**src/rtl/alu_pkg.sv**
```systemverilog
// alu_pkg: opcode map, FSM state encoding and op-class helper for mc_alu.
// Optional feature macro: MC_ALU_DIV_EN (adds DIVU/REMU as multi-cycle ops).
package alu_pkg;

    localparam int unsigned OP_ADD   = 32'h00;
    localparam int unsigned OP_SUB   = 32'h01;
    localparam int unsigned OP_MUL   = 32'h02;
    localparam int unsigned OP_AND   = 32'h03;
    localparam int unsigned OP_OR    = 32'h04;
    localparam int unsigned OP_XOR   = 32'h05;
    localparam int unsigned OP_NOT   = 32'h06;
    // Address-calculation aliases used by load/store/branch instructions
    localparam int unsigned OP_ADD_A = 32'h0E;
    localparam int unsigned OP_ADD_B = 32'h0F;
    localparam int unsigned OP_SUB_A = 32'h10;
    localparam int unsigned OP_DIVU  = 32'h11;
    localparam int unsigned OP_REMU  = 32'h12;

    typedef enum logic [1:0] {
        IDLE = 2'd0,
        BUSY = 2'd1,
        DONE = 2'd2
    } state_t;

    // Everything that is not routed through the iterative unit finishes in one
    // cycle, including unsupported opcodes.
    function automatic logic is_single_cycle(input int unsigned op);
`ifdef MC_ALU_DIV_EN
        return !(op == OP_MUL || op == OP_DIVU || op == OP_REMU);
`else
        return op != OP_MUL;
`endif
    endfunction

endpackage

```
**src/rtl/mc_alu_seq_muldiv.sv**
```systemverilog
// seq_muldiv: iterative unsigned shift-add multiplier, one step per cycle.
// With MC_ALU_DIV_EN defined it also performs restoring division on the same
// 2*WIDTH accumulator (hi = remainder, lo = quotient when done).
// done is asserted during the final step; prod is then the completed result.
module seq_muldiv #(
    parameter int WIDTH = 32,
    parameter int CNTW  = $clog2(WIDTH + 1)
) (
    input  logic                 clk,
    input  logic                 rst,
    input  logic                 start,
`ifdef MC_ALU_DIV_EN
    input  logic                 div,
`endif
    input  logic [WIDTH-1:0]     a,
    input  logic [WIDTH-1:0]     b,
    output logic                 done,
    output logic [2*WIDTH-1:0]   prod
);

    logic                 busy;
    logic [CNTW-1:0]      cnt;
    logic [WIDTH-1:0]     m_q;
    logic [2*WIDTH-1:0]   acc;
    logic [WIDTH:0]       msum;
    logic [2*WIDTH-1:0]   acc_nxt;
`ifdef MC_ALU_DIV_EN
    logic                 div_q;
    logic [WIDTH:0]       trial;
    logic                 ge;
    logic [WIDTH-1:0]     rem_n;
`endif

    // One iteration: conditional add of the multiplicand then shift right,
    // or a restoring subtract-and-shift-left when dividing.
    always_comb begin
        msum    = {1'b0, acc[2*WIDTH-1:WIDTH]} + (acc[0] ? {1'b0, m_q} : '0);
        acc_nxt = {msum, acc[WIDTH-1:1]};
`ifdef MC_ALU_DIV_EN
        trial = acc[2*WIDTH-1:WIDTH-1];
        ge    = trial >= {1'b0, m_q};
        rem_n = ge ? WIDTH'(trial - {1'b0, m_q}) : trial[WIDTH-1:0];
        if (div_q) begin
            acc_nxt = {rem_n, acc[WIDTH-2:0], ge};
        end
`endif
    end

    assign done = busy && (cnt == CNTW'(WIDTH - 1));
    assign prod = acc_nxt;

    // Iteration control: WIDTH steps after start, then idle.
    always_ff @(posedge clk or posedge rst) begin
        if (rst) begin
            busy <= 1'b0;
            cnt  <= '0;
        end else if (start) begin
            busy <= 1'b1;
            cnt  <= '0;
        end else if (busy) begin
            cnt <= cnt + 1'b1;
            if (done) begin
                busy <= 1'b0;
            end
        end
    end

    // Accumulator and step operand load on start, advance while busy.
    always_ff @(posedge clk) begin
        if (start) begin
`ifdef MC_ALU_DIV_EN
            div_q <= div;
            m_q   <= div ? b : a;
            acc   <= {{WIDTH{1'b0}}, (div ? a : b)};
`else
            m_q   <= a;
            acc   <= {{WIDTH{1'b0}}, b};
`endif
        end else if (busy) begin
            acc <= acc_nxt;
        end
    end

endmodule

```
**src/rtl/mc_alu.sv**
```systemverilog
// mc_alu: multi-cycle ALU with registered valid/ready on both sides.
// Logic/add/sub complete in one cycle; MUL (and DIVU/REMU when the macro
// MC_ALU_DIV_EN is defined) run through the iterative seq_muldiv unit.
module mc_alu
    import alu_pkg::*;
#(
    parameter int WIDTH = 32,
    parameter int OPW   = 6,
    parameter int CNTW  = $clog2(WIDTH + 1)
) (
    input  logic             clk,
    input  logic             rst,
    input  logic             in_valid,
    output logic             in_ready,
    input  logic [OPW-1:0]   opcode,
    input  logic [WIDTH-1:0] opnd1,
    input  logic [WIDTH-1:0] opnd2,
    output logic             out_valid,
    input  logic             out_ready,
    output logic [WIDTH-1:0] out,
    output logic             zero_flag,
    output logic             overflow,
    output logic             illegal_op
);

    state_t               state;
    int unsigned          op_w;
    logic [WIDTH:0]       sum_w;
    logic [WIDTH:0]       diff_w;
    logic [WIDTH-1:0]     sc_res;
    logic                 sc_ov;
    logic                 sc_ill;
    logic                 start;
    logic                 md_done;
    logic [2*WIDTH-1:0]   md_prod;
    logic [WIDTH-1:0]     md_res;
    logic                 md_ov;
`ifdef MC_ALU_DIV_EN
    logic [OPW-1:0]       op_q;
    logic                 divz_q;
    int unsigned          opq_w;
    logic                 is_div;

    assign opq_w  = 32'(op_q);
    assign is_div = (op_w == OP_DIVU) || (op_w == OP_REMU);
`endif

    assign op_w  = 32'(opcode);
    assign start = (state == IDLE) && in_valid && in_ready && !is_single_cycle(op_w);

    // Single-cycle datapath, evaluated on the live operands at the accept edge.
    always_comb begin
        sum_w  = {1'b0, opnd1} + {1'b0, opnd2};
        diff_w = {1'b0, opnd1} - {1'b0, opnd2};
        sc_res = '0;
        sc_ov  = 1'b0;
        sc_ill = 1'b0;
        case (op_w)
            OP_ADD, OP_ADD_A, OP_ADD_B: begin
                sc_res = sum_w[WIDTH-1:0];
                sc_ov  = sum_w[WIDTH];
            end
            OP_SUB, OP_SUB_A: begin
                sc_res = diff_w[WIDTH-1:0];
                sc_ov  = diff_w[WIDTH];
            end
            OP_AND:  sc_res = opnd1 & opnd2;
            OP_OR:   sc_res = opnd1 | opnd2;
            OP_XOR:  sc_res = opnd1 ^ opnd2;
            OP_NOT:  sc_res = ~opnd1;
            default: sc_ill = 1'b1;
        endcase
    end

    seq_muldiv #(
        .WIDTH (WIDTH),
        .CNTW  (CNTW)
    ) u_muldiv (
        .clk   (clk),
        .rst   (rst),
        .start (start),
`ifdef MC_ALU_DIV_EN
        .div   (is_div),
`endif
        .a     (opnd1),
        .b     (opnd2),
        .done  (md_done),
        .prod  (md_prod)
    );

`ifdef MC_ALU_DIV_EN
    // Opcode and divide-by-zero marker held for the whole iterative run.
    always_ff @(posedge clk) begin
        if (start) begin
            op_q   <= opcode;
            divz_q <= (opnd2 == '0);
        end
    end
`endif

    // Select the final result and overflow of the iterative unit.
    always_comb begin
        md_res = md_prod[WIDTH-1:0];
        md_ov  = |md_prod[2*WIDTH-1:WIDTH];
`ifdef MC_ALU_DIV_EN
        if (opq_w == OP_DIVU) begin
            md_ov = divz_q;
        end else if (opq_w == OP_REMU) begin
            md_res = md_prod[2*WIDTH-1:WIDTH];
            md_ov  = divz_q;
        end
`endif
    end

    // Control FSM with handshake and result/flag registers.
    always_ff @(posedge clk or posedge rst) begin
        if (rst) begin
            state      <= IDLE;
            in_ready   <= 1'b1;
            out_valid  <= 1'b0;
            out        <= '0;
            zero_flag  <= 1'b1;
            overflow   <= 1'b0;
            illegal_op <= 1'b0;
        end else begin
            case (state)
                IDLE: begin
                    if (in_valid && in_ready) begin
                        in_ready <= 1'b0;
                        if (is_single_cycle(op_w)) begin
                            state      <= DONE;
                            out_valid  <= 1'b1;
                            out        <= sc_res;
                            zero_flag  <= (sc_res == '0);
                            overflow   <= sc_ov;
                            illegal_op <= sc_ill;
                        end else begin
                            state <= BUSY;
                        end
                    end
                end
                BUSY: begin
                    if (md_done) begin
                        state      <= DONE;
                        out_valid  <= 1'b1;
                        out        <= md_res;
                        zero_flag  <= (md_res == '0);
                        overflow   <= md_ov;
                        illegal_op <= 1'b0;
                    end
                end
                DONE: begin
                    if (out_ready) begin
                        state     <= IDLE;
                        out_valid <= 1'b0;
                        in_ready  <= 1'b1;
                    end
                end
                default: begin
                    state     <= IDLE;
                    in_ready  <= 1'b1;
                    out_valid <= 1'b0;
                end
            endcase
        end
    end

endmodule
```
**config.mk**
```make
export PLATFORM = sky130hd
export DESIGN_NAME = mc_alu
export DESIGN_NICKNAME = d
export VERILOG_FILES = /design/src/rtl/alu_pkg.sv /design/src/rtl/mc_alu_seq_muldiv.sv /design/src/rtl/mc_alu.sv
export SDC_FILE = /design/constraint.sdc
export NUM_CORES = 1
export LEC_CHECK = 0
export CORE_MARGIN = 2
export CORE_UTILIZATION = 55
export DETAILED_ROUTE_END_ITERATION = 12
export MAX_ROUTING_LAYER = met4
export PLACE_DENSITY = 0.8
export SETUP_SLACK_MARGIN = 0.02
export SYNTH_ARGS = -nofsm -noshare
export SYNTH_HDL_FRONTEND = slang
export SYNTH_SLANG_ARGS = --single-unit
```
**constraint.sdc**
```tcl
create_clock -name clk -period 3.98 [get_ports clk]
set_input_delay 0.398 -clock clk [delete_from_list [all_inputs] [get_ports clk]]
set_output_delay 0.398 -clock clk [all_outputs]
set_load 0.005 [all_outputs]
```
### Word-level counts from Yosys, hierarchy flattened

Index checks and enable logic that the tools add are counted.
W data, S select, Z words.

| cells by class | value |
|---|---|
| reductions and logical operators | 20 |
| divide/modulo/power cells | 0 |
| bitwise logic cells | 5 |
| mux-type cells | 40 |
| equality and inequality tests | 16 |
| $lt $le $gt $ge | 0 |
| shift-type cells | 0 |
| $mul | 0 |
| $add $sub $neg | 4 |

Operator list:

| kind | number |
|---|---|
| $mux W32 | 6 |
| $pmux W32 S6 | 1 |
| $logic_not A32 Y1 | 3 |
| $add A32 B32 Y33 | 2 |
| $pmux W32 S2 | 1 |
| $sub A32 B32 Y33 | 1 |
| $and A32 B32 Y32 | 1 |
| $not A32 Y32 | 1 |
| $or A32 B32 Y32 | 1 |
| $reduce_or A32 Y1 | 1 |
| $xor A32 B32 Y32 | 1 |
| $mux W1 | 19 |
| $eq A6 B3 Y1 const B | 3 |
| $eq A6 B4 Y1 const B | 2 |
| $eq A6 B5 Y1 const B | 2 |
| $mux W6 | 2 |
| $reduce_or A9 Y1 | 1 |
| $mux W2 | 4 |
| $pmux W1 S2 | 4 |
| $reduce_and A4 Y1 | 2 |
| $add A6 B1 Y6 const B | 1 |
| $eq A6 B1 Y1 const B | 1 |
| $eq A6 B2 Y1 const B | 1 |
| $ne A6 B2 Y1 const B | 1 |
| 14 further kinds | 23 |

| storage, ports and cells | value |
|---|---|
| memories | 0 |
| bits in registers | 142 |
| bits in writable memories | 0 |
| ROM bits | 0 |
| bits of input ports | 74 |
| bits in latches | 0 |
| output and inout port bits | 37 |
| word-level logic and storage cells | 97 |

### Logic depth before layout (Yosys ltp)

| depth | value |
|---|---|
| depth in word-level cells | 7 |
| depth in mapped cells | 15 |

### Hierarchy

From an unflattened synthesis, not the netlist that was laid out.

| second synthesis, totals | value |
|---|---|
| cell total of the unflattened synthesis | 1,743 |
| area, all modules | 14,206.1 um^2 |

By module, submodules not included:

| module | area an instance (um^2) | times used | seq. area each (um^2) | cells each |
|---|---|---|---|---|
| mc_alu | 7,704.9 | 1 | 978.4 | 1,119 |
| seq_muldiv | 6,501.2 | 1 | 2,737.6 | 624 |

### Least setup slack after synthesis

OpenSTA, ideal clock, no wires.

| path | value |
|---|---|
| kind | register to register |
| start | register u_muldiv.acc[0] |
| end | register overflow |
| path slack | -0.315 ns |
| setup time | 0.124 ns |
| cell stages (with the launch flop) | 16 |
| path buffers | 1 |
| required time | 3.856 ns |
| data arrival time | 4.171 ns |
| period minus slack after synthesis | 4.295 ns |
| cell sequence | edfxtp_1 clkbuf_1 and2_1 ha_1 fa_1 a21o_1 a221o_1 a2111oi_4 o21ba_2 xnor2_1 or4b_1 nor3_2 nand4b_1 nand4b_1 or4b_1 a211o_1 |

| on the way | value |
|---|---|
| word-level cells in the longest chain between the ends | 5 |

Ends and longest elaborated chain:

| what | RTL line | RTL |
|---|---|---|
| start: declaration | mc_alu_seq_muldiv.sv:24 | `logic [2*WIDTH-1:0] acc;` |
| start signal: assignment | mc_alu_seq_muldiv.sv:77 | `acc <= {{WIDTH{1'b0}}, b};` |
| start signal: assignment | mc_alu_seq_muldiv.sv:80 | `acc <= acc_nxt;` |
| $mux W32 | mc_alu_seq_muldiv.sv:37 | `msum = {1'b0, acc[2*WIDTH-1:WIDTH]} + (acc[0] ? {1'b0, m_q} : '0);` |
| $add A32 B32 Y33 | mc_alu_seq_muldiv.sv:37 |  |
| $reduce_or A32 Y1 | mc_alu.sv:104 | `md_ov = \|md_prod[2*WIDTH-1:WIDTH];` |
| $mux W1 | mc_alu.sv:143 | `if (md_done) begin` |
| $pmux W1 S2 | mc_alu.sv:126 | `case (state)` |
| end signal: assignment | mc_alu.sv:135 | `overflow <= sc_ov;` |
| end signal: assignment | mc_alu.sv:148 | `overflow <= md_ov;` |
| end: declaration | mc_alu.sv:22 | `output logic overflow,` |

Every way passes these cells. The select of a mux whose other input is x is not followed.
A chain may end at the register's enable or synchronous reset.

### Worst setup path in the final report

Ends and elaborated chain as after synthesis.

==> metrics <==
status complete, but fails checks; violated checks negative setup slack; vias in the first global route about 14000; placed inst area approximately 17000 um^2; drt first-iter violations around 1500; WHS just under 0.5 ns; depth of the CTS H-tree 4; Synthesized Nets about 1900; sequential element share of the synthesized area 27.2%; antenna violations before repair 1; static leakage 0.00783 uW; first-pass GRT wire length around 80 mm; clock slew at reported path FFs around 0.07 ns; most common cell in the synthesized netlist nor2_1; grt total ovfl 0; area of the core between 20000 and 25000 um^2; CP Class register to register; DIE HEIGHT between 150 and 200 um; pwr dens about 250 nW/um^2; Synth top area share 14.1%; Nets ~2200; mux contribution to synthesized area under 10%; Worst slew margin 26.5%; Synth Flop Type edfxtp_1; final setup violation count 1; FP Rows 57; setup ws final -0.477 ns; largest net degree at the start of global routing 62; WP data arrival 4.78 ns; fin area between 15000 and 20000 um^2; die width 162 um; hold buffer count at CTS 0; flops & latches, synth 142; Post-synth EDFFs 64; CP required 4.30 ns; first-pass detailed-route iteration total 6; routed length per instance between 20 and 25 um; drt total wl 50.1 mm; Vias/cell between 6 and 7; share of post-route cells with drive strength above 1 roughly a fifth; clk_lat worst skew between 0.4 and 0.5 ns; I/O pins 111; Global Route met3 Usage approximately 4.6%; max frequency between 200 and 250 MHz; syn avg cell area between 8 and 9 um^2; type of origin of the critical path register; synthesis warning total 0; Slew Viols, Final 0; Finished Layout Cells 2326; TritonCTS Buffers 17; Reg area between 3000 and 4000 um^2; DP HPWL just under 40 mm; adder-cell share of the synthesized area 13.1%; Initial Util ~56%; Period minus WS final about 4.5 ns; die area 26100 um^2; Critical Path Fanout Max 3; Slew @ Worst Pin about 1.1 ns; RSZ-0062 raised after global routing true; Fill cells ~1900; M2 GR Usage between 60% and 70%; port bufs 110; RD Place Congestion a little over 1; area occupied by multi-input gates approximately 9300 um^2; largest family of logic cells by synthesized area compound AO/OA/AOI/OAI gates; area leader, netlist edfxtp_1; met1 Use GR between 40% and 50%; mapped cell area 13700 um^2; Synth Instances about 1700; n_diodes 0; worst slack at placement -0.401 ns; Synth Area in Compound Gates 25.7%; Via Count between 10000 and 15000; DRC 0; critical path capture point type register; CTS tree done; Post-Synth XOR/XNOR Area around 2%; dpl cells 2292; Hold Path Class register to register; clock sink count between 100 and 150; top cells by area, synth edfxtp_1 14%, ha_1 13%, dfrtp_1 8.1%, a21oi_1 4.9%, dfxtp_1 4.7%; ANT nets after route 0; GRT Util Overall about two fifths; Layout area overhead 30.3%; gr busiest metal met2; max-capacitance violation count 0; maximum VDD drop roughly 0.26 mV; worst clock skew 0.0186 ns; commonest cells in the netlist 159 x nor2_1, 138 x ha_1, 135 x a21oi_1, 112 x nand2_1, 109 x inv_1; simple-gate area share of the yosys netlist approximately a fifth; Netlist cell types between 80 and 90; Clock Path Buffers 2; Final Util around 73%; Hold Vio Cnt, Final 0; Root Buffer clkbuf_16; Post-synth ARST share between 30% and 40%; final critical-path share of the clock period 112%
==> kinds of logic after synthesis <==
logic type	after synthesis
and+or+nand+nor	540
AOI/OAI and AO/OA	517
buffers and inverters	206
DFF	142
adders and majority gates	141
muxes	84
xor gates and xnor gates	31
==> layer usage <==
metal / share of wire [%] / routed length, um / vias up
met5: 0 / 0 / -
met4: 5.8 / 2930 / 0
met3: 7.2 / 3620 / 151
met2: 47 / 23500 / 728
met1: 40 / 20100 / 7086
li1: - / - / 6814
==> cell type report <==
type / instances / area share [%]
multi-input combinational: 1313 / 52.1
timing repair buffer: 405 / 19.0
inverter: 110 / 2.32
tap: 324 / 2.28
clock inverter: 14 / 0.886
sequential: 142 / 20.9
clock buffer: 18 / 2.53
==> timing repair <==
item,4_1_cts,5_1_grt
gates resized for setup,1,18
setup buffers,0,2
pin swaps,0,4
hold endpoints to repair,0,0
setup endpoints to repair,1,5
==> flip-flops by register name, indices dropped and copies added (netlist names) <==
name / count
illegal_op: 1
in_ready: 1
out: 32
out_valid: 1
overflow: 1
state: 2
u_muldiv.acc: 64
u_muldiv.busy: 1
u_muldiv.cnt: 6
u_muldiv.m_q: 32
zero_flag: 1
==> power by group <==
part | switching, uW | internal, uW
combinational | 653 | 544
sequential | 0 | 1520
clock | 796 | 933
==> final timing paths <==
path / from / end / slack, ns / depth (start not counted)
max in group asynchronous: rst / u_muldiv.busy$_DFF_PP0_ / 2.69 / 2
min reg2reg: out[14]$_DFFE_PP0P_ / out[14]$_DFFE_PP0P_ / 0.48 / 2
min in group asynchronous: rst / out[20]$_DFFE_PP0P_ / 0.56 / 2
min: out[14]$_DFFE_PP0P_ / out[14]$_DFFE_PP0P_ / 0.48 / 2
max reg2reg: u_muldiv.acc[0]$_DFFE_PP_ / overflow$_DFFE_PP0P_ / -0.48 / 14
max: u_muldiv.acc[0]$_DFFE_PP_ / overflow$_DFFE_PP0P_ / -0.48 / 14
==> metrics by stage <==
stage                     TNS (ns)  power, uW
after global placement      -0.887       2690
final                       -0.477       4450
after floorplan            -0.0825       2120
after CTS                   -0.414       4410
after global routing        -0.575       4600
after detailed placement     -1.50       2700
==> critical path, cell delays in order (launching register included) <==
cell	delay, ns
edfxtp_1	0.44
and2_1	0.17
ha_2	0.18
fa_2	0.36
a21o_1	0.21
a221o_1	0.43
a2111oi_4	0.36
o21ba_2	0.20
xnor2_1	0.08
or4b_1	0.49
nor3_2	0.22
nand4b_1	0.14
nand4b_1	0.21
or4b_1	0.53
a211o_1	0.32
==> cell usage in the layout, fill, tap and decap left out, drive strengths merged, types with 42 or more instances in the layout <==
| cell type | instances |
|---|---|
| a21oi | 135 |
| and2 | 42 |
| buf | 295 |
| clkdlybuf4s50 | 110 |
| dfrtp | 44 |
| edfxtp | 64 |
| ha | 138 |
| inv | 119 |
| mux2 | 43 |
| nand2 | 112 |
| nor2 | 159 |
| o21ai | 84 |
Power figures use the tool's default switching activity.
